**config.mk**
```make
export PLATFORM = sky130hd
export DESIGN_NAME = decode_exec_mdu
export DESIGN_NICKNAME = d
export VERILOG_FILES = /design/src/rtl/mdu_pkg.sv /design/src/rtl/mdu_iter.sv /design/src/rtl/decode_exec_mdu.sv
export SDC_FILE = /design/constraint.sdc
export NUM_CORES = 1
export LEC_CHECK = 0
export ABC_AREA = 1
export ABC_CLOCK_PERIOD_IN_PS = 9800
export CAP_MARGIN = 20
export CELL_PAD_IN_SITES_DETAIL_PLACEMENT = 0
export CELL_PAD_IN_SITES_GLOBAL_PLACEMENT = 1
export CORE_ASPECT_RATIO = 1.25
export CORE_UTILIZATION = 25
export DETAILED_ROUTE_END_ITERATION = 8
export PLACE_DENSITY = 0.52
export SETUP_SLACK_MARGIN = 0.02
export SLEW_MARGIN = 20
export SYNTH_ARGS = -nofsm -noshare
export SYNTH_HDL_FRONTEND = slang
export SYNTH_SLANG_ARGS = --single-unit
```
**constraint.sdc**
```tcl
create_clock -name clk -period 9.8 [get_ports clk]
set_clock_uncertainty 0.15 [all_clocks]
set_input_delay 0.98 -clock clk [delete_from_list [all_inputs] [get_ports clk]]
set_output_delay 0.98 -clock clk [all_outputs]
set_load 0.03 [all_outputs]
```
**src/rtl/mdu_pkg.sv**
```systemverilog
// Shared constants and enums for the decode/execute stage with its iterative multiply/divide unit.
// The DIV state is only present when MDU_DIV_EN is defined.
package mdu_pkg;

  localparam logic [6:0]  OPC_OP    = 7'b0110011;
  localparam logic [6:0]  F7_MULDIV = 7'b0000001;
  localparam logic [31:0] NOP_INSTR = 32'h0000_0013;

  // Encoded exactly as funct3 so the instruction field casts straight in.
  typedef enum logic [2:0] {
    OP_MUL    = 3'd0,
    OP_MULH   = 3'd1,
    OP_MULHSU = 3'd2,
    OP_MULHU  = 3'd3,
    OP_DIV    = 3'd4,
    OP_DIVU   = 3'd5,
    OP_REM    = 3'd6,
    OP_REMU   = 3'd7
  } mdu_op_e;

  typedef enum logic [1:0] {
    ST_IDLE = 2'd0,
    ST_MUL  = 2'd1,
    ST_DONE = 2'd2
`ifdef MDU_DIV_EN
    ,
    ST_DIV  = 2'd3
`endif
  } mdu_state_e;

endpackage

```
**src/rtl/mdu_iter.sv**
```systemverilog
// Iterative radix-2 shift-add multiplier and (with MDU_DIV_EN) restoring divider.
// Operates on magnitudes for XLEN cycles and fixes the sign up when the result is read.
module mdu_iter
  import mdu_pkg::*;
#(
  parameter int XLEN = 32
) (
  input  logic            clk,
  input  logic            rst,
  input  logic            abort,
  input  logic            start,
  input  mdu_op_e         op,
  input  logic [XLEN-1:0] a,
  input  logic [XLEN-1:0] b,
  output logic            done,
  output logic [XLEN-1:0] result
);
  localparam int CW = $clog2(XLEN + 1);

  logic              run;
  logic [CW-1:0]     cnt;
  mdu_op_e           op_q;
  logic              neg_q;
  logic              a_signed, b_signed, a_neg, b_neg, dbz;
  logic [XLEN-1:0]   a_abs, b_abs, mplier, mul_res;
  logic [2*XLEN-1:0] acc, mcand, prod;

  always_comb begin
    a_signed = (op == OP_MULH) || (op == OP_MULHSU) || (op == OP_DIV) || (op == OP_REM);
    b_signed = (op == OP_MULH) || (op == OP_DIV) || (op == OP_REM);
    a_neg    = a_signed && a[XLEN-1];
    b_neg    = b_signed && b[XLEN-1];
    a_abs    = a_neg ? -a : a;
    b_abs    = b_neg ? -b : b;
    prod     = neg_q ? -acc : acc;
    mul_res  = (op_q == OP_MUL) ? prod[XLEN-1:0] : prod[2*XLEN-1:XLEN];
  end

`ifdef MDU_DIV_EN
  logic            dbz_q, a_neg_q, is_div_q;
  logic [XLEN-1:0] quo, rem, dvs, dividend_q, quot_res, rem_res;
  logic [XLEN:0]   shifted, trial;

  always_comb begin
    shifted  = {rem, quo[XLEN-1]};
    trial    = shifted - {1'b0, dvs};
    quot_res = dbz_q ? '1 : (neg_q ? -quo : quo);
    rem_res  = dbz_q ? dividend_q : (a_neg_q ? -rem : rem);
    is_div_q = (op_q == OP_DIV) || (op_q == OP_DIVU) || (op_q == OP_REM) || (op_q == OP_REMU);
    if (!is_div_q) result = mul_res;
    else if ((op_q == OP_REM) || (op_q == OP_REMU)) result = rem_res;
    else result = quot_res;
  end
  assign dbz = dbz_q;
`else
  assign dbz    = 1'b0;
  assign result = mul_res;
`endif

  // Divide by zero finishes after its first cycle; everything else runs XLEN steps.
  assign done = run && ((cnt == CW'(XLEN - 1)) || dbz);

  always_ff @(posedge clk) begin
    if (rst || abort) begin
      run <= 1'b0;
      cnt <= '0;
    end else if (start) begin
      run    <= 1'b1;
      cnt    <= '0;
      op_q   <= op;
      neg_q  <= a_neg ^ b_neg;
      acc    <= '0;
      mcand  <= {{XLEN{1'b0}}, a_abs};
      mplier <= b_abs;
`ifdef MDU_DIV_EN
      a_neg_q    <= a_neg;
      dbz_q      <= op[2] && (b == '0);
      dividend_q <= a;
      quo        <= a_abs;
      rem        <= '0;
      dvs        <= b_abs;
`endif
    end else if (run) begin
      cnt    <= cnt + CW'(1);
      if (done) run <= 1'b0;
      if (mplier[0]) acc <= acc + mcand;
      mcand  <= mcand << 1;
      mplier <= mplier >> 1;
`ifdef MDU_DIV_EN
      if (!trial[XLEN]) begin
        rem <= trial[XLEN-1:0];
        quo <= {quo[XLEN-2:0], 1'b1};
      end else begin
        rem <= shifted[XLEN-1:0];
        quo <= {quo[XLEN-2:0], 1'b0};
      end
`endif
    end
  end

endmodule

```
**src/rtl/decode_exec_mdu.sv**
```systemverilog
// Decode/execute stage: operand forwarding, M-extension control FSM and pipeline registers.
// Define MDU_DIV_EN to build the divider; otherwise DIV/DIVU/REM/REMU complete at once as illegal.
module decode_exec_mdu
  import mdu_pkg::*;
#(
  parameter int XLEN    = 32,
  parameter int NUM_FWD = 2
) (
  input  logic                          clk,
  input  logic                          rst,
  input  logic                          flush,
  input  logic                          stall_in,
  input  logic                          valid_in,
  input  logic [31:0]                   instruction,
  input  logic [XLEN-1:0]               pc,
  input  logic [XLEN-1:0]               rdata1,
  input  logic [XLEN-1:0]               rdata2,
  input  logic [XLEN-1:0]               alu_res,
  input  logic [$clog2(NUM_FWD+1)-1:0]  fwd_sel_a,
  input  logic [$clog2(NUM_FWD+1)-1:0]  fwd_sel_b,
  input  logic [NUM_FWD*XLEN-1:0]       fwd_data,
  output logic                          busy,
  output logic                          valid_ppl,
  output logic                          ill_ppl,
  output logic [XLEN-1:0]               result_ppl,
  output logic [XLEN-1:0]               rdata2_ppl,
  output logic [XLEN-1:0]               pc_ppl,
  output logic [31:0]                   instruction_ppl,
  output mdu_state_e                    fsm_state
);
  localparam int SW = $clog2(NUM_FWD + 1);

  mdu_state_e      state;
  mdu_op_e         m_op;
  logic [XLEN-1:0] op_a, op_b, iter_result, m_pc, m_rs2;
  logic [31:0]     m_instr;
  logic            is_m, is_div, ill_op, accept, iter_done;

  always_comb begin
    op_a = rdata1;
    op_b = rdata2;
    for (int k = 1; k <= NUM_FWD; k++) begin
      if (fwd_sel_a == SW'(k)) op_a = fwd_data[(k-1)*XLEN +: XLEN];
      if (fwd_sel_b == SW'(k)) op_b = fwd_data[(k-1)*XLEN +: XLEN];
    end
  end

  assign is_m   = (instruction[6:0] == OPC_OP) && (instruction[31:25] == F7_MULDIV);
  assign is_div = instruction[14];
  assign m_op   = mdu_op_e'(instruction[14:12]);
`ifdef MDU_DIV_EN
  assign ill_op = 1'b0;
`else
  assign ill_op = is_m && is_div;
`endif

  // Handshake: busy is the upstream stall. An instruction with valid_in high is consumed at the
  // next edge when busy and stall_in are both low; busy rises combinationally as an M-op is taken.
  assign accept    = (state == ST_IDLE) && valid_in && is_m && !ill_op && !stall_in && !flush && !rst;
  assign busy      = accept || (state != ST_IDLE);
  assign fsm_state = state;

  mdu_iter #(.XLEN(XLEN)) u_iter (
    .clk    (clk),
    .rst    (rst),
    .abort  (flush),
    .start  (accept),
    .op     (m_op),
    .a      (op_a),
    .b      (op_b),
    .done   (iter_done),
    .result (iter_result)
  );

  always_ff @(posedge clk) begin
    if (rst) begin
      state           <= ST_IDLE;
      valid_ppl       <= 1'b0;
      ill_ppl         <= 1'b0;
      result_ppl      <= '0;
      rdata2_ppl      <= '0;
      pc_ppl          <= '0;
      instruction_ppl <= NOP_INSTR;
    end else if (flush) begin
      state           <= ST_IDLE;
      valid_ppl       <= 1'b0;
      ill_ppl         <= 1'b0;
      instruction_ppl <= NOP_INSTR;
    end else begin
      case (state)
        ST_IDLE: if (!stall_in) begin
          if (accept) begin
`ifdef MDU_DIV_EN
            state <= is_div ? ST_DIV : ST_MUL;
`else
            state <= ST_MUL;
`endif
            valid_ppl <= 1'b0;
            m_instr   <= instruction;
            m_pc      <= pc;
            m_rs2     <= op_b;
          end else if (valid_in) begin
            valid_ppl       <= 1'b1;
            ill_ppl         <= ill_op;
            result_ppl      <= ill_op ? '0 : alu_res;
            pc_ppl          <= pc;
            instruction_ppl <= instruction;
            rdata2_ppl      <= op_b;
          end else begin
            valid_ppl <= 1'b0;
          end
        end
        ST_MUL: if (iter_done) state <= ST_DONE;
`ifdef MDU_DIV_EN
        ST_DIV: if (iter_done) state <= ST_DONE;
`endif
        ST_DONE: if (!stall_in) begin
          state           <= ST_IDLE;
          valid_ppl       <= 1'b1;
          ill_ppl         <= 1'b0;
          result_ppl      <= iter_result;
          pc_ppl          <= m_pc;
          instruction_ppl <= m_instr;
          rdata2_ppl      <= m_rs2;
        end
        default: state <= ST_IDLE;
      endcase
    end
  end

endmodule

```
After elaboration in Yosys (flattened, before gate mapping)

Cells that the tools add are included.

Muxes and demuxes: 53
$add $sub $neg: 5
Bitwise operators: 5
Reductions and logical operators: 38
Equal/unequal tests: 19

Operator list:

| operator            | count |
|---|---|
| $mux 32             | 27 |
| $mux 64             | 4 |
| $pmux 32 s2         | 4 |
| $add 64x64->64      | 1 |
| $neg 32->32         | 2 |
| $neg 64->64         | 1 |
| $ne 2x2->1 const B  | 6 |
| $logic_and 1x1->1   | 11 |
| $mux 1              | 11 |
| $reduce_and 5->1    | 2 |
| $mux 2              | 4 |
| $reduce_bool 2->1   | 4 |
| $eq 7x1->1 const B  | 1 |
| $eq 7x6->1 const B  | 1 |
| $logic_or 1x1->1    | 7 |
| $add 6x1->6 const B | 1 |
| $eq 2x1->1 const B  | 3 |
| $eq 2x2->1 const B  | 3 |
| $eq 3x3->1 const B  | 2 |
| $eq 6x5->1 const B  | 1 |
| $pmux 2 s3          | 1 |
| $reduce_and 3->1    | 2 |
| $reduce_and 6->1    | 1 |
| $logic_not 1->1     | 4 |
| 10 further kinds    | 16 |

Output and inout bits: 133
Flip-flop bits (word level): 399
Word-level logic and storage cells: 138

Logic depth before layout (Yosys ltp)

Word-level depth: 11
Mapped depth: 17

Hierarchy

Synthesis repeated with hierarchy kept, for this count alone.

Cell total of the unflattened synthesis: 4268
Area total of the unflattened synthesis: 27880.5 um2

By module, submodules not included:

| module          | instances | sequential area each (um2) | area an instance (um2) | cells each |
|---|---|---|---|---|
| mdu_iter        | 1         | 5064.9                     | 16962.5                | 2753 |
| decode_exec_mdu | 1         | 5525.3                     | 10918.0                | 1515 |

Worst setup path before layout

Ideal clock, no wire load.

Kind: input -> register
Start point: input rst
End point: register u_iter.acc[0] (enable)
Cell stages on the path: 8
Path buffers: 2
Path slack: 0.855 ns
Data required time: 9.224 ns
Arrival: 8.369 ns
Cells stage by stage: buf_2 inv_2 nand2_2 nor4_2 nand2_1 clkbuf_1 a21oi_1 o21a_1

Longest elaborated chain between the ends: 4
Elaborated cells between the ends (all ways): 7
Those cells by class: bitwise: 1; reduce/logical: 6

Ends and longest elaborated chain:

| item                           | RTL line              | source |
|---|---|---|
| from (decl)                    | decode_exec_mdu.sv:10 | `input logic rst,` |
| $logic_not 1->1                | decode_exec_mdu.sv:59 | `assign accept = (state == ST_IDLE) && valid_in && is_m && !ill_op && !stall_in && !flush && !rst;` |
| $logic_and 1x1->1              | decode_exec_mdu.sv:59 |  |
| $reduce_bool 2->1 (no line)    | --                    |  |
| $reduce_and 3->1 (no line) (*) | --                    |  |
| to (signal assigned)           | mdu_iter.sv:86        | `if (mplier[0]) acc <= acc + mcand;` |
| to (decl)                      | mdu_iter.sv:26        | `logic [2*XLEN-1:0] acc, mcand, prod;` |

Every way passes the cells marked *; elsewhere a longest branch is shown, timed or not.
A chain may end at the register's enable or synchronous reset.

Final worst setup path

Start point: input rst
End point: output busy

Longest elaborated chain between the ends: 3

Ends and longest elaborated chain:

| item              | RTL line              | source |
|---|---|---|
| $logic_not 1->1   | decode_exec_mdu.sv:59 |  |
| $logic_and 1x1->1 | decode_exec_mdu.sv:59 |  |
| $logic_or 1x1->1  | decode_exec_mdu.sv:60 | `assign busy = accept \|\| (state != ST_IDLE);` |
| to (decl)         | decode_exec_mdu.sv:22 | `output logic busy,` |

Every way passes these cells.

==> Implementation_results.wiki <==
{| class="wikitable"
! Metric !! Value
|-
| Routing usage on met2 || 41.05%
|-
| Top Usage Layer GRT || met2
|-
| Category of the worst setup path launch point || primary input
|-
| Ports placed on the boundary || 366
|-
| Logic depth of the worst setup path including buffers || 9
|-
| Num CTS Buffers || 50
|-
| Via count of the routed design || 25.98k
|-
| Shortest clock period the worst path allows after layout || 5506 ps
|-
| Die extent in x || 291 microns
|-
| Number of buffers on the longest clock path || 3
|-
| Cell with the biggest individual delay on the critical path || clkdlybuf4s50_1
|-
| Worst setup path category || in2out
|-
| Fin. Hold Viols || 0
|-
| Placement Cell Area || 30980 sq um
|-
| Placer's final routability congestion estimate || 0.8880
|-
| Post-detailed-route DRC marker count || 0
|-
| Cells on Worst Hold Path || 2
|-
| Clock root buffer || clkbuf_16
|-
| CTS tree || built
|-
| Core Area || 103600 sq um
|-
| Number of pins with negative max-slew slack in the final report || 0
|-
| Post-Synthesis Cell Area || 26100 sq um
|-
| Top post-synthesis cells by count || nand2_1, nor2_1, inv_1
|-
| Required time at the endpoint of the critical path || 8670 ps
|-
| Number of maximum-capacitance constraint violations || 0
|-
| Pwr dens || 134.1 nW/um^2
|-
| Part of the cycle the worst path needs || 56.18%
|-
| Hold-fix buffer count after cts || 0
|-
| RSZ-0062 raised after global routing || no
|-
| Endpoint type of the worst setup path || primary output
|-
| Highest achievable clock rate || 181.6 MHz
|-
| Final setup violating endpoints || 0
|-
| Final-layout setup total negative slack || 0 ps
|-
| Cell count after synthesis || 3788
|-
| Met3 Usage GRT || 2.665%
|-
| Initial antenna violation count || 3
|-
| Outcome || complete, no violations
|-
| Register area share after synthesis || 40.58%
|-
| Clock power share || 45.9%
|-
| Post-synthesis net count || 4089
|-
| Unique masters post-synth || 49
|-
| Worst skew pair latency || 650 ps
|-
| Worst min-delay path class || reg2reg
|-
| Slew headroom || 32.60%
|-
| Power spent charging and discharging nets || 1.179 mW
|-
| Fraction of power consumed by sequential logic || 41.3%
|-
| Data arrival time of the critical path || 4380 ps
|-
| Share of async-settable or async-resettable flops after synthesis || 0%
|-
| Number of nets at the end of the flow || 4390
|-
| Worst-path fanout max || 66
|-
| Initial standard-cell utilization of the core || 25.20%
|-
| Buffers added on ports || 365
|-
| Utilization of the core after routing || 31.62%
|-
| Seq cells post-synth || 399
|-
| Combined buffer and inverter count along the critical path || 5
|-
| Wire length per cell || 21.41 microns
|-
| # H-tree levels || 2
|-
| Maximum number of pins on one net before global-route repair || 98
|-
| Fraction of power spent switching nets || 26.84%
|-
| Most frequent cell after synthesis || nand2_1
|-
| Register clock-pin slew on the reported worst setup and hold paths || 60 ps
|-
| Aggregate routed wire length || 117100 microns
|-
| Syn Area/Cell || 6.890 sq um
|-
| Routing usage on met1 || 24.97%
|-
| Share of post-route cells with drive strength above 1 || 4.334%
|-
| Die ar. || 105700 sq um
|-
| Final ANT Viol Nets || 0
|-
| Number of placement rows || 132
|-
| Main area contributors after synthesis || edfxtp_1, nand2_1, dfxtp_1
|-
| Part of the power in combinational logic || 12.7%
|-
| Post-cts resize count || 0
|-
| Drt first-iter violations || 1843
|-
| Cells along the critical path || clkdlybuf4s50_1 -> buf_4 -> inv_2 -> buf_4 -> nand2_2 -> nor4_2 -> nand2_4 -> nand2_1 -> clkdlybuf4s50_1
|-
| Number of synthesized flops with an enable pin || 260
|-
| Final Instance Area || 32750 sq um
|-
| Fraction of synthesized cell area taken by the top area cell type || 29.91%
|-
| Number of buffers inserted to repair setup after CTS || 0
|-
| Hold path start || result_ppl[21]
|-
| Maximum cell stage delay along the critical path || 740 ps
|-
| Cell internal pwr || 3.212 mW
|-
| Transition time at the pin with the least slew margin || 1000 ps
|-
| Synthesis-to-finish area growth || 25.46%
|-
| TritonRoute pass-1 iters || 6
|-
| Detailed-route vias per instance || 4.748
|-
| Clock sink count || 399
|-
| Vias in the first global route || 25.75k
|-
| Yosys warning count || 0
|-
| FF-to-FF path depth || 8
|-
| Largest delay contributor family on the critical path || buffers and inverters
|-
| Static leakage || 13.54 nW
|-
| Total gr overflow || 0
|-
| DP Wirelength || 90310 microns
|-
| Die H || 363.3 microns
|-
| Dominant register cell in the synthesized netlist || edfxtp_1
|-
| Critical Path Start || rst
|-
| Critical R2R Launch || fsm_state[0]
|-
| First-pass GRT wire length || 171900 microns
|-
| Total GRT Usage || 21.67%
|-
| IR Drop Worst-Case VDD || 0.0001275 V
|-
| Library cell with the largest summed area after synthesis || edfxtp_1
|}
-- worst min-delay path: stages, from the launching register on --
cell,delay [ps]
dfxtp_1,310
nand2_1,60
a21oi_1,50
-- through the flow --
step	std cells	setup WS, ps	hold WS, ps	power [mW]
2_1_floorplan	3788	854.9	306.2	2.146
3_3_place_gp	5377	3588	300.8	2.419
3_5_place_dp	5377	3525	303.7	2.417
4_1_cts	5470	4201	317.7	4.455
5_1_grt	5472	3976	335.9	4.567
6_report	5472	4294	313.9	4.391
-- layout make-up --
| cell class | count | area, sq um |
|---|---|---|
| antenna | 2 | 5.005 |
| tap | 1340 | 1677 |
| multi-input combinational | 2884 | 13500 |
| inverter | 365 | 1383 |
| clock inverter | 30 | 441.7 |
| fill | 11461 | 70810 |
| timing repair buffer | 389 | 3834 |
| clock buffer | 63 | 1320 |
| sequential | 399 | 10590 |
-- worst paths after layout --
kind | end | slack (ps)
setup / recovery | busy | 4290
hold / removal | result_ppl[21] | 310
setup reg to reg | u_iter.acc[20] | 5550
hold reg to reg | result_ppl[21] | 310
-- cell usage in the layout, fill, tap and decap left out, drive strengths merged --
| master | instances |
|---|---|
| o211a | 5 |
| nor3b | 2 |
| xor2 | 23 |
| nand2 | 1229 |
| ha | 67 |
| a21oi | 272 |
| nand3b | 12 |
| xnor2 | 8 |
| bufinv | 9 |
| diode | 2 |
| inv | 364 |
| o211ai | 7 |
| or2 | 6 |
| dfxtp | 139 |
| mux2i | 2 |
| a21boi | 3 |
| nand3 | 328 |
| nor3 | 24 |
| o21ai | 285 |
| buf | 24 |
| clkinv | 22 |
| nand4 | 29 |
| clkbuf | 63 |
| a31oi | 62 |
| o21a | 5 |
| o21bai | 15 |
| nor2 | 480 |
| a211o | 3 |
| fa | 1 |
| a21o | 5 |
| and2 | 4 |
| clkdlybuf4s50 | 365 |
| nor4 | 7 |
| edfxtp | 260 |
-- routing by layer --
metal	vias to the layer above	routed length (microns)	share of wire [%]
met2	563	61560	53
met1	12158	47520	41
met3	132	4144	3.5
li1	13126	-	-
met4	2	3904	3.3
met5	-	13	0.011
-- cell families (layout without fill, tap and decap cells) --
family / Yosys count / in the layout / share of synthesized area [%]
AOI/OAI and AO/OA: 662 / 662 / 13.77
xor gates and xnor gates: 31 / 31 / 1.040
adders and majority gates: 68 / 68 / 3.289
buffers and inverters: 505 / 847 / 7.867
DFF: 399 / 399 / 40.58
muxes: 2 / 2 / 0.07670
other: 0 / 2 / 0
and+or+nand+nor: 2121 / 2121 / 33.38
-- flip-flops by register name (all words and copies together), names as in the netlist, 2 cells and up --
| name | cells |
|---|---|
| pc_ppl | 32 |
| u_iter.cnt | 6 |
| u_iter.mplier | 32 |
| instruction_ppl | 32 |
| u_iter.op_q | 3 |
| fsm_state | 2 |
| m_rs2 | 32 |
| result_ppl | 32 |
| u_iter.acc | 64 |
| rdata2_ppl | 32 |
| m_pc | 32 |
| m_instr | 32 |
| u_iter.mcand | 64 |
-- power groups by stage --
stage	clock network, mW	logic, mW	registers, mW
final	2.02	0.559	1.82
after detailed placement	0	0.567	1.85
after CTS	2.07	0.569	1.82
after global routing	2.14	0.613	1.82
after global placement	0	0.567	1.85
after floorplan	0	0.253	1.89
Note: power is estimated with default switching activity, not from simulation.
